==> src/rtl/heroe_pkg.sv <==
// Shared definitions for the seven-segment runner: game states, verdict codes,
// the bonus segment pattern and the collision tracker's FSM states.
package heroe_pkg;

  localparam logic [2:0] OFF  = 3'd0;
  localparam logic [2:0] WLCM = 3'd1;
  localparam logic [2:0] CH   = 3'd2;
  localparam logic [2:0] GAME = 3'd3;
  localparam logic [2:0] WL   = 3'd4;
  localparam logic [2:0] PA   = 3'd5;

  localparam logic [1:0] JUGANDO = 2'b00;
  localparam logic [1:0] PIERDE  = 2'b01;
  localparam logic [1:0] GANA    = 2'b10;

  localparam logic [6:0] BONO = 7'b1111111;

  typedef enum logic [2:0] {
    ST_IDLE,
    ST_PLAY,
    ST_INMUNE,
    ST_PERDIO,
    ST_GANO
  } estado_t;

endpackage

==> src/rtl/temporizador_inmune.sv <==
// Loadable down-counter timing the post-hit invulnerability window.
// cero flags that the decrement taken on this edge leaves the counter at zero.
module temporizador_inmune #(
  parameter int             W     = 4,
  parameter logic [W-1:0]   CARGA = '1
) (
  input  logic clk,
  input  logic rst_n,
  input  logic clr,
  input  logic carga,
  input  logic decr,
  output logic cero
);

  logic [W-1:0] cuenta_q;

  // NOTE: sequential state is written with <= so every flop samples the
  // pre-edge values; blocking here would let one update leak into another.
  always_ff @(negedge clk or negedge rst_n) begin
    if (!rst_n) begin
      cuenta_q <= '0;
    end else if (clr) begin
      cuenta_q <= '0;
    end else if (carga) begin
      cuenta_q <= CARGA;
    end else if (decr && cuenta_q != '0) begin
      cuenta_q <= cuenta_q - W'(1);
    end
  end

  assign cero = (cuenta_q <= W'(1));

endmodule

==> src/rtl/colision_multi.sv <==
// Collision, lives and bonus tracker for the seven-segment runner.
// Optional invulnerability window after a non-fatal hit: COLISION_INVULN_EN.
module colision_multi
  import heroe_pkg::*;
#(
  parameter int         N_DIG     = 3,
  parameter int         HERO_DIG  = 0,
  parameter int         VIDAS     = 3,
  parameter int         INVULN    = 4,
  parameter int         BONO_W    = 4,
  parameter logic [1:0] MUNDO_FIN = 2'd3
) (
  input  logic                clk_obstaculos,
  input  logic                rst_n,
  input  logic [1:0]          mundo,
  input  logic [2:0]          presente,
  input  logic [7*N_DIG-1:0]  display_obs,
  input  logic [6:0]          heroe,
  output logic [1:0]          W_or_L,
  output logic                bono_tomado,
  output logic                golpe,
  output logic [2:0]          vidas,
  output logic [BONO_W-1:0]   bonos
);

  localparam logic [2:0] VIDAS_INI = 3'(VIDAS);

  logic [6:0]        obs;
  logic              es_bono, choque, gana, evalua, reinicio, fin_inmune;
  logic              unused_obs;
  estado_t           estado_q;
  logic [1:0]        w_or_l_q;
  logic              golpe_q, bono_q;
  logic [2:0]        vidas_q;
  logic [BONO_W-1:0] bonos_q;

  assign obs        = display_obs[7*HERO_DIG +: 7];
  assign unused_obs = ^display_obs;
  assign es_bono    = (obs == BONO);
  assign choque     = ((obs & heroe) != 7'd0) && !es_bono;
  assign gana       = (mundo == MUNDO_FIN);
  assign reinicio   = (presente == OFF) || (presente == WLCM) || (presente == CH);
  assign evalua     = ((presente == GAME) || (presente == WL)) &&
                      ((estado_q == ST_PLAY) || (estado_q == ST_INMUNE));

`ifdef COLISION_INVULN_EN
  logic carga_inv, decr_inv;

  assign carga_inv = evalua && (estado_q == ST_PLAY) && !gana && choque && (vidas_q > 3'd1);
  assign decr_inv  = evalua && (estado_q == ST_INMUNE);

  temporizador_inmune #(
    .W     (4),
    .CARGA (4'(INVULN))
  ) u_temporizador_inmune (
    .clk   (clk_obstaculos),
    .rst_n (rst_n),
    .clr   (reinicio),
    .carga (carga_inv),
    .decr  (decr_inv),
    .cero  (fin_inmune)
  );
`else
  logic [3:0] unused_invuln;

  // Without the window every colliding tick costs a life; INVULN has no effect.
  assign unused_invuln = 4'(INVULN);
  assign fin_inmune    = 1'b0;
`endif

  always_ff @(negedge clk_obstaculos or negedge rst_n) begin
    if (!rst_n) begin
      estado_q <= ST_IDLE;
      w_or_l_q <= JUGANDO;
      golpe_q  <= 1'b0;
      bono_q   <= 1'b0;
      vidas_q  <= VIDAS_INI;
      bonos_q  <= '0;
    end else begin
      golpe_q <= 1'b0;
      bono_q  <= 1'b0;
      if (reinicio) begin
        estado_q <= ST_IDLE;
        w_or_l_q <= JUGANDO;
        vidas_q  <= VIDAS_INI;
        bonos_q  <= '0;
      end else if (estado_q == ST_IDLE) begin
        if (presente == GAME) estado_q <= ST_PLAY;
      end else if (evalua) begin
        if (gana) begin
          estado_q <= ST_GANO;
          w_or_l_q <= GANA;
        end else if (choque && estado_q == ST_PLAY) begin
          golpe_q <= 1'b1;
          if (vidas_q <= 3'd1) begin
            vidas_q  <= 3'd0;
            estado_q <= ST_PERDIO;
            w_or_l_q <= PIERDE;
          end else begin
            vidas_q <= vidas_q - 3'd1;
`ifdef COLISION_INVULN_EN
            estado_q <= ST_INMUNE;
`endif
          end
        end else begin
          if (es_bono) begin
            bono_q <= 1'b1;
            if (bonos_q != '1) bonos_q <= bonos_q + BONO_W'(1);
          end
          // The window closes on the same edge that takes the counter to zero.
          if (estado_q == ST_INMUNE && fin_inmune) estado_q <= ST_PLAY;
        end
      end
      // PA (and unused codes) leave everything frozen; PERDIO/GANO are sticky.
    end
  end

  assign W_or_L      = w_or_l_q;
  assign bono_tomado = bono_q;
  assign golpe       = golpe_q;
  assign vidas       = vidas_q;
  assign bonos       = bonos_q;

endmodule

==> config.mk <==
export PLATFORM = sky130hd
export DESIGN_NAME = colision_multi
export DESIGN_NICKNAME = d
export VERILOG_FILES = /design/src/rtl/heroe_pkg.sv /design/src/rtl/temporizador_inmune.sv /design/src/rtl/colision_multi.sv
export SDC_FILE = /design/constraint.sdc
export NUM_CORES = 1
export LEC_CHECK = 0
export BUFFER_PORTS_ARGS = -buffer_cell sky130_fd_sc_hd__buf_2
export CAP_MARGIN = 0
export CORE_UTILIZATION = 35
export DETAILED_ROUTE_END_ITERATION = 6
export GPL_TIMING_DRIVEN = 0
export PLACE_DENSITY = 0.64
export SYNTH_ARGS = -nofsm -noshare
export SYNTH_HDL_FRONTEND = slang
export SYNTH_HIERARCHICAL = 1
export SYNTH_SLANG_ARGS = --single-unit
==> constraint.sdc <==
create_clock -name clk_obstaculos -period 2.3 [get_ports clk_obstaculos]
set_clock_uncertainty 0.2 [all_clocks]
set_input_delay 0.575 -clock clk_obstaculos [delete_from_list [all_inputs] [get_ports clk_obstaculos]]
set_output_delay 0.575 -clock clk_obstaculos [all_outputs]
set_load 0.05 [all_outputs]
==> results.py <==
metrics = {
    "floorplanning": {
        "die_y_um": 53.1,
        "die_area_mm2": 0.00281,
        "die_w_um": 53.1,
        "pin_count": 46,
        "fp.coreArea_mm2": 0.00248,
        "start_util": 0.368,
        "fp-row-count": 18,
    },
    "global_routing": {
        "grt-ovfl-total": 0,
        "antenna_found_initial": 0,
        "grt_pass1_wl_mm": 4.37,
        "grt_usage": 0.218,
        "grt_max_degree": 15,
        "grt_pass1_vias": 990,
    },
    "detailed_routing": {
        "num_vias": 1003,
        "vias_per_cell": 5.48,
        "drc_errors": 0,
        "avgRoutedWirePerCell_um": 14.8,
        "first_pass_iters": 4,
        "drtIter0Drc": 22,
        "drtAntennaViolNets": 0,
        "wirelength_mm": 2.70,
    },
    "worst_setup_path": {
        "path_max_fanout": 3,
        "worstPathArrival_ns": 2.04,
        "crit_type": "in -> reg",
        "r2r-start": "vidas[1]",
        "critPathRequiredTime_ns": 1.22,
        "worstRegToRegCells": 7,
        "rrSetupSlack_ns": 0.23,
        "r2r-end": "estado_q[0]",
        "cp-end-kind": "flip-flop",
        "start_kind": "input port",
    },
    "yosys": {
        "yosys.cell_types.count": 40,
        "avgSynthCellArea_um2": 9.21,
        "synth-seq-cells": 14,
        "synthesis.area_um2": 912,
        "yosysWarnings": 6,
        "syn-num-nets": 137,
        "yosysSeqAreaShare": 0.387,
        "syn_inst": 99,
    },
    "finish": {
        "n_antenna_cell": 0,
        "stdcell_count": 183,
        "post-route-util": 0.603,
        "fin_nets": 192,
        "drive_gt1_frac": 0.490,
        "syn_to_final_growth_pct": 63.8,
    },
    "timing": {
        "rsz0062_at_grt": "true",
        "slew_viol_final": 0,
        "worstMarginPinSlew_ns": 0.603,
        "hold_viol": 0,
        "fin_ws_ns": -0.819,
        "slew_headroom": 0.595,
        "setup_viol": 25,
        "fin_hold_ws_ns": 0.349,
    },
    "place": {
        "port_buffers": 31,
        "gp_congestion": 0.831,
        "hpwlAfterDp_mm": 1.75,
        "dp.cells": 160,
    },
    "clocking": {
        "cts_tree": "yes",
        "clk_latency_ns": 0.35,
        "clock-root-buffer": "clkbuf_4",
        "cts_max_level": 1,
        "cts_hold_buf": 0,
        "clk_pin_slew_ns": 0.06,
        "cts_buffers": 3,
        "cts_sinks": 14,
        "clockBufferDepth": 2,
    },
    "worst_hold_path": {
        "min_to": "vidas[2]",
        "hold_path_depth": 1,
        "worstHoldStart": "vidas[2]",
        "min_path_type": "reg -> reg",
    },
    "run_status": {
        "status": "finished with violations",
        "failed_checks": "negative setup slack",
    },
    "run": {
        "drv_cap": 0,
    },
    "power": {
        "power_uw": 853,
        "power_density_mw_per_mm2": 571,
        "p_leak_uw": 0.000697,
        "ir_drop_v": 0.000483,
    },
}
==> cell usage in the layout (no fill, tap or decap), types with 2 or more instances in the layout <==
cell,count
a311oi_1,2
dfstp_2,2
a22oi_1,2
dfrtn_1,12
a21o_1,2
nand2_1,7
and2_1,2
a21oi_1,4
clkbuf_4,3
inv_1,8
nand3_1,4
buf_4,18
buf_6,13
buf_2,15
nand4_1,3
nor2_1,7
a31oi_1,2
mux2_4,2
ha_1,3
and3_4,2
o21ai_1,3
buf_8,4
a21oi_2,3
a2111oi_4,2
==> final cells by class <==
cell class / instances / area [um2]
fillers: 223 / 983
multi-input cells: 76 / 626
repair buffers: 50 / 417
flip-flops and latches: 14 / 353
well taps: 30 / 37.5
clock buffers: 3 / 22.5
inverters: 6 / 22.5
clock inverters: 3 / 12.5
plain buffers: 1 / 3.75
==> how the worst max path moves through the flow <==
stage | depth (start not counted) | slack [ns] | to | start
floorplan | 5 | -1.09 | vidas[0] | presente[0]
finish | 5 | -0.82 | vidas[0] | presente[0]
global placement | 6 | -1.31 | vidas[1] | presente[2]
detailed placement | 6 | -1.31 | vidas[0] | presente[2]
global route | 5 | -0.84 | vidas[0] | presente[0]
CTS | 6 | -0.87 | vidas[0] | presente[1]
==> logic make-up (layout without fill, tap and decap cells) <==
group                      after synthesis  in the layout  synth area share
muxes                                    3              3            0.0357
DFF                                     14             14             0.387
adders and majority gates                3              3            0.0412
and+or+nand+nor                         37             37             0.213
xor gates and xnor gates                 1              1           0.00960
buffers and inverters                    9             63            0.0412
AOI/OAI and AO/OA                       32             32             0.273
==> Yosys cell counts (all sizes together) <==
cell	number	area (um2)
nand3	5	25.0
xnor2	1	8.76
nor4	1	6.26
dfstp	2	52.6
buf	1	7.51
a311oi	2	17.5
o21ai	4	20.0
a211oi	3	22.5
a2111oi	2	37.5
and2	2	12.5
nand2	8	30.0
mux2i	1	10.0
inv	7	26.3
mux2	2	22.5
nor2	7	26.3
clkbuf	1	3.75
or3b	1	11.3
a31oi	2	12.5
nor3	2	10.0
a21oi	7	35.0
nand2b	1	6.26
a211o	1	8.76
or3	1	6.26
a32o	1	10.0
a221oi	1	8.76
a2111o	1	11.3
nand3b	1	7.51
a22oi	2	15.0
ha	3	37.5
and4	1	8.76
a21o	2	15.0
a41oi	1	8.76
dfrtn	12	300
and3	3	18.8
nand4	3	18.8
a222oi	1	10.0
o21bai	1	7.51
nor2b	1	6.26
a31o	1	8.76
==> where the power goes <==
part           switching (uW)  internal (uW)  total (uW)
Sequential               28.6            276         304
Clock                     101           68.2         169
Combinational             208            172         380
Total                     338            516         853
==> worst max-delay path, stage by stage <==
cell and delay, ns:
buf_8 0.09, or3b_4 0.41, a2111oi_4 0.37, and3_4 0.28, mux2_4 0.30
==> repair_timing <==
item | in CTS | in global routing
endpoints found under the setup margin | 25 | 25
resized for setup | 43 | 8
pin swaps | 19 | 10
buffers inserted | 13 | 6
==> through the flow <==
step / setup TNS [ns] / instance area [um2] / setup WS [ns]
floorplan: -15.06 / 948 / -1.09
global placement: -18.72 / 1140 / -1.31
detailed placement: -18.96 / 1140 / -1.31
CTS: -15.78 / 1430 / -0.871
global route: -16.86 / 1490 / -0.842
finish: -15.99 / 1490 / -0.819
==> sequential cells by signal, summed over array words and instances (netlist names) <==
| register | count |
|---|---|
| vidas | 3 |
| W_or_L | 2 |
| estado_q | 3 |
| golpe | 1 |
| bono_tomado | 1 |
| bonos | 4 |
==> per-layer routing <==
layer  vias up  routed length (um)  track usage  part of all wire
met5         -                   0            0                 0
met4         0                  12       0.0702            0.0044
met3         2                  96       0.0374             0.036
met2        24                1440        0.395              0.53
met1       490                1150        0.256              0.43
li1        487                   -            -                 -
(Power assumes the default switching activity.)
